<file path="src/rtl/intr_ctrl.sv">
// intr_ctrl -- interrupt controller for the 18-bit processor.
//
// Owns the global interrupt enable. It qualifies the input-ready and
// output-ready flags with their per-source enables, and arbitrates
// round-robin between the two sources. It raises irq to the ControlBlock,
// supplies the 13-bit vector for PC_MD, and tracks the handler until iret.
//
// Ports:
//   clk         system clock, all state on the rising edge
//   rst         asynchronous reset, active low
//   flg_i       input register full (level)
//   flg_o       output register empty (level)
//   en_i        input-source enable (level)
//   en_o        output-source enable (level)
//   ion         pulse: set the global enable
//   iof         pulse: clear the global enable
//   ack         pulse: interrupt accepted at a fetch boundary
//   iret        pulse: return from interrupt
//   glob_ie     global interrupt enable
//   irq         interrupt request to the ControlBlock
//   vec[12:0]   vector address, valid while irq or vec_load is high
//   src[1:0]    cause: 01 input, 10 output, 00 none
//   vec_load    one-cycle pulse: PC_MD loads vec into PC
//   in_service  handler running
//
// state   | meaning
// --------+-----------------------------------------------------------
// IDLE    | no request outstanding; ion/iof act on glob_ie
// PEND    | irq raised, waiting for ack; withdrawn on drop or iof
// ENTRY   | one cycle: vec_load pulse, round-robin pointer updated
// SERVICE | handler running until iret; no nesting

module intr_ctrl #(
  parameter logic [12:0] VEC_I = 13'h1FF0,
  parameter logic [12:0] VEC_O = 13'h1FF8
) (
  input  logic        clk,
  input  logic        rst,
  input  logic        flg_i,
  input  logic        flg_o,
  input  logic        en_i,
  input  logic        en_o,
  input  logic        ion,
  input  logic        iof,
  input  logic        ack,
  input  logic        iret,
  output logic        glob_ie,
  output logic        irq,
  output logic [12:0] vec,
  output logic [1:0]  src,
  output logic        vec_load,
  output logic        in_service
);

  typedef enum logic [1:0] {
    IDLE    = 2'd0,
    PEND    = 2'd1,
    ENTRY   = 2'd2,
    SERVICE = 2'd3
  } state_t;

  state_t state;
  // Round-robin pointer: 0 = input served last, 1 = output served last.
  logic   last;

  logic rq_i;
  logic rq_o;
  logic win_i;
  logic cur_rq;

  assign rq_i   = flg_i & en_i;
  assign rq_o   = flg_o & en_o;
  // Input wins when it is alone, or when both request and output was served last.
  assign win_i  = rq_i & (~rq_o | last);
  // Request of the source that is currently latched; it is used for the withdrawal check.
  assign cur_rq = src[0] ? rq_i : rq_o;

  always_ff @(posedge clk or negedge rst) begin
    if (!rst) begin
      state      <= IDLE;
      last       <= 1'b1;
      glob_ie    <= 1'b0;
      irq        <= 1'b0;
      vec        <= 13'd0;
      src        <= 2'b00;
      vec_load   <= 1'b0;
      in_service <= 1'b0;
    end else begin
      vec_load <= 1'b0;
      case (state)
        IDLE: begin
          // iof takes precedence over both ion and a new request.
          if (iof) begin
            glob_ie <= 1'b0;
          end else if (glob_ie && (rq_i || rq_o)) begin
            state <= PEND;
            irq   <= 1'b1;
            src   <= win_i ? 2'b01 : 2'b10;
            vec   <= win_i ? VEC_I : VEC_O;
          end else if (ion) begin
            glob_ie <= 1'b1;
          end
        end
        PEND: begin
          if (ack) begin
            glob_ie  <= 1'b0;
            irq      <= 1'b0;
            vec_load <= 1'b1;
            state    <= ENTRY;
          end else if (iof) begin
            glob_ie <= 1'b0;
            irq     <= 1'b0;
            src     <= 2'b00;
            state   <= IDLE;
          end else if (!cur_rq) begin
            // The other source is not substituted; it will arbitrate again from IDLE.
            irq   <= 1'b0;
            src   <= 2'b00;
            state <= IDLE;
          end
        end
        ENTRY: begin
          last       <= src[1];
          in_service <= 1'b1;
          state      <= SERVICE;
        end
        SERVICE: begin
          if (iret) begin
            glob_ie    <= 1'b1;
            src        <= 2'b00;
            in_service <= 1'b0;
            state      <= IDLE;
          end
        end
        default: begin
          state <= IDLE;
        end
      endcase
    end
  end

endmodule

</file>
<file path="config.mk">
export PLATFORM = sky130hd
export DESIGN_NAME = intr_ctrl
export DESIGN_NICKNAME = d
export VERILOG_FILES = /design/src/rtl/intr_ctrl.sv
export SDC_FILE = /design/constraint.sdc
export NUM_CORES = 1
export LEC_CHECK = 0
export CAP_MARGIN = 20
export CORE_ASPECT_RATIO = 1.1
export CORE_MARGIN = 2
export CORE_UTILIZATION = 35
export CTS_BUF_LIST = sky130_fd_sc_hd__clkbuf_4
export CTS_CLUSTER_SIZE = 12
export DETAILED_ROUTE_END_ITERATION = 8
export PLACE_DENSITY = 0.7
export SYNTH_ARGS = -nofsm -noshare
export SYNTH_HDL_FRONTEND = slang
export SYNTH_SLANG_ARGS = --single-unit
</file>
<file path="constraint.sdc">
create_clock -name clk -period 2.7 [get_ports clk]
set_input_delay 0.54 -clock clk [delete_from_list [all_inputs] [get_ports clk]]
set_output_delay 0.54 -clock clk [all_outputs]
set_load 0.005 [all_outputs]
</file>
==> impl_results.md <==
- Outcome: completed
- Rows: 16
- First-pass GRT wire length: about 2100 microns
- Commonest non-fill, non-tap cell in the layout: clkdlybuf4s50_1
- Initial DRC count: 5
- Family with the most delay on the worst path: buffers and inverters
- DP HPWL: 1080 microns
- Htree depth: 1
- Max stage delay cell, worst path: clkdlybuf4s50_1
- Gr ovfl total: 0
- Antenna-violating nets left: 0
- Worst-path fanout max: 10
- Post-CTS Resized: 0
- Top cells by area, synth: dfrtp_1 (38%), buf_4 (15%), dfstp_2 (3.9%)
- CTS root buf: clkbuf_4
- Place WS: just over 600 ps
- Synthesized flop and latch total: 11
- Layout cell share with drive strength beyond 1: approximately an eighth
- Final period utilization: 67.7%
- YS warnings: 0
- Overall Global Routing Usage: between 10% and 20%
- Hold Path End: in_service$_DFFE_PN0P_
- Post-synthesis sequential area ratio: a little over 40%
- Max-slew violations: 0
- R2r worst-path depth: 4
- Critical path class: flip-flop to output pin
- Setup TNS: 0 ps
- Max_cap viols: 0
- # port buffers: 25
- Hold-fix buffers, CTS: 0
- Drt total wl: ~1400 microns
- Critical Path, Cell by Cell: clkdlybuf4s50_1
- Hold_sp: in_service$_DFFE_PN0P_
- DRC Markers: 0
- Area growth syn-to-layout: 31.9%
- Sink Count: 11
- FF-to-FF Start: glob_ie$_DFFE_PN0P_
- Non-Filler Instances: slightly above 100
- Crit start category: flip-flop
- Multi-input combinational cell area: 289 sq um
- Final Critical Period: roughly 1800 ps
- DIE WIDTH: approximately 46 microns
- Synth area leader: dfrtp_1
- Clock tree from TritonCTS: yes
- First-pass iteration count of the detailed router: 4
- I/O pins: 29
- Worst EP required: between 2000 and 2500 ps
- CP Capture Type: output pin
- Die Span Y: between 40 and 50 microns
- RSZ-0062 raised after global routing: false
- Die Area: 2270 sq um
- Reg area: between 200 and 300 sq um
- Clk buf depth: 2
- Max rail drop VDD: between 400 and 500 uV
- R2R Setup Slk: approximately 1300 ps
- FILL cells: 160
- Nets: between 90 and 100
- Total CTS buffers: 3
- Hold Crit Class: flip-flop to flip-flop
- Initial antenna violation count: 0
- Clk Latency, worst-skew pair: about 270 ps
- Hold Vio Cnt, Final: 0
- Largest net degree at the start of global routing: 13
- Initial Util: 37.4%
- Mapped cell area: 667 sq um
- Routed len/inst: roughly 13 microns
- Via-to-Cell Ratio: roughly 5.0
- Worst Path Arrival: roughly 1300 ps
- Distinct cell type count after synthesis: 28
- Final RePlAce weighted congestion: slightly above 0.8
- Pleak: about 0.38 nW
- Overall power: roughly 0.93 mW
- Synth Area per Inst: between 10 and 15 sq um
- # setup viols final: 0
- Hold depth: 1
- Max incr delay on CP: between 500 and 600 ps
- Number of global-route vias before repair: ~500
- Core box area: 1780 sq um
- Worst Skew: 3.03 ps
- Worst-path clk slew: 70 ps
- Vias: about 500
- Cells after DPL: 98
- Most frequent cells in the layout: clkdlybuf4s50_1 (25), dfrtp_1 (10), nand2_1 (6)
- Mapped Cells: 66
- Post-CTS Setup Inserts: 0
- Final Util: 49.4%
- Maximum clock rate: between 0.5 and 0.6 GHz
- # diodes: 0
- PD cells: ~1100 nW/um^2
- FF-to-FF End: src[1]$_DFFE_PN0P_
- Buf/Inv on CP: 1
- Worst Setup Slack, final: 873 ps
- Yosys top cell area share: between 30% and 40%
==> routing by layer <==
| layer | vias up | global-route usage (%) | share of wire, % |
|---|---|---|---|
| li1 | 253 | - | - |
| met1 | 234 | 15.8 | 43 |
| met2 | 21 | 20.7 | 50 |
| met3 | 2 | 3.30 | 5.8 |
| met4 | 0 | 5.88 | 0.58 |
| met5 | - | 0 | 0 |
==> synthesized netlist by cell type <==
library cell  count
mux2_2            1
conb_1            1
or2_2             1
a211o_1           1
o31a_1            1
dfstp_2           1
nand2b_1          2
and3b_1           1
nor4_4            1
nand4b_1          1
o21a_1            2
nor2_2            1
nor2b_1           1
nand2_1           6
a22oi_4           1
inv_1             3
a22o_1            1
buf_4            13
o21bai_1          1
o211ai_1          1
a21o_1            2
mux2_4            1
a21oi_1           3
a2bb2oi_1         1
o22ai_1           3
o311ai_0          1
nor2_1            4
dfrtp_1          10
==> worst max-delay path by stage <==
| stage | startpoint | to | slack, ps | cells past startpoint |
|---|---|---|---|---|
| finish | vec[11]$_DFFE_PN0P_ | vec[7] | 870 | 1 |
| global route | vec[11]$_DFFE_PN0P_ | vec[12] | 770 | 1 |
| CTS | vec[11]$_DFFE_PN0P_ | vec[7] | 850 | 1 |
| detailed placement | iof | src[1]$_DFFE_PN0P_ | 620 | 5 |
| global placement | iof | src[1]$_DFFE_PN0P_ | 650 | 5 |
| floorplan | iof | src[1]$_DFFE_PN0P_ | 1180 | 4 |
==> cell type report <==
class                           count  share of cell area, %
Inverter                            3                   1.28
Sequential cell                    11                   31.4
Tap cell                           18                   2.56
Clock buffer                        4                   3.41
Multi-Input combinational cell     41                   32.9
Timing Repair Buffer               25                   28.4
==> logic make-up after synthesis <==
group / Yosys count / synth area share (%)
other: 1 / 0.562
muxes: 2 / 3.94
DFF: 11 / 41.5
AOI/OAI and AO/OA: 18 / 21.6
and+or+nand+nor: 18 / 16.1
buffers and inverters: 16 / 16.3
==> sequential cells by signal, summed over array words and instances (netlist names), named ones only <==
signal,count
state,1
in_service,1
vec_load,1
irq,1
glob_ie,1
last,1
src,2
vec,2
==> per-stage QoR <==
stage | area, sq um | hold slack, ps
final | 880 | 493
after floorplan | 674 | 244
after global placement | 850 | 473
after detailed placement | 850 | 475
after CTS | 880 | 492
after global routing | 880 | 527
==> power by group <==
group / switching [mW] / internal (mW) / leakage [nW] / total [mW]
Sequential: 0.102 / 0.244 / 0.129 / 0.347
Combinational: 0.158 / 0.303 / 0.236 / 0.461
Clock: 0.0574 / 0.0672 / 0.0184 / 0.125
Total: 0.318 / 0.615 / 0.382 / 0.933
Power figures use the tool's default switching activity.
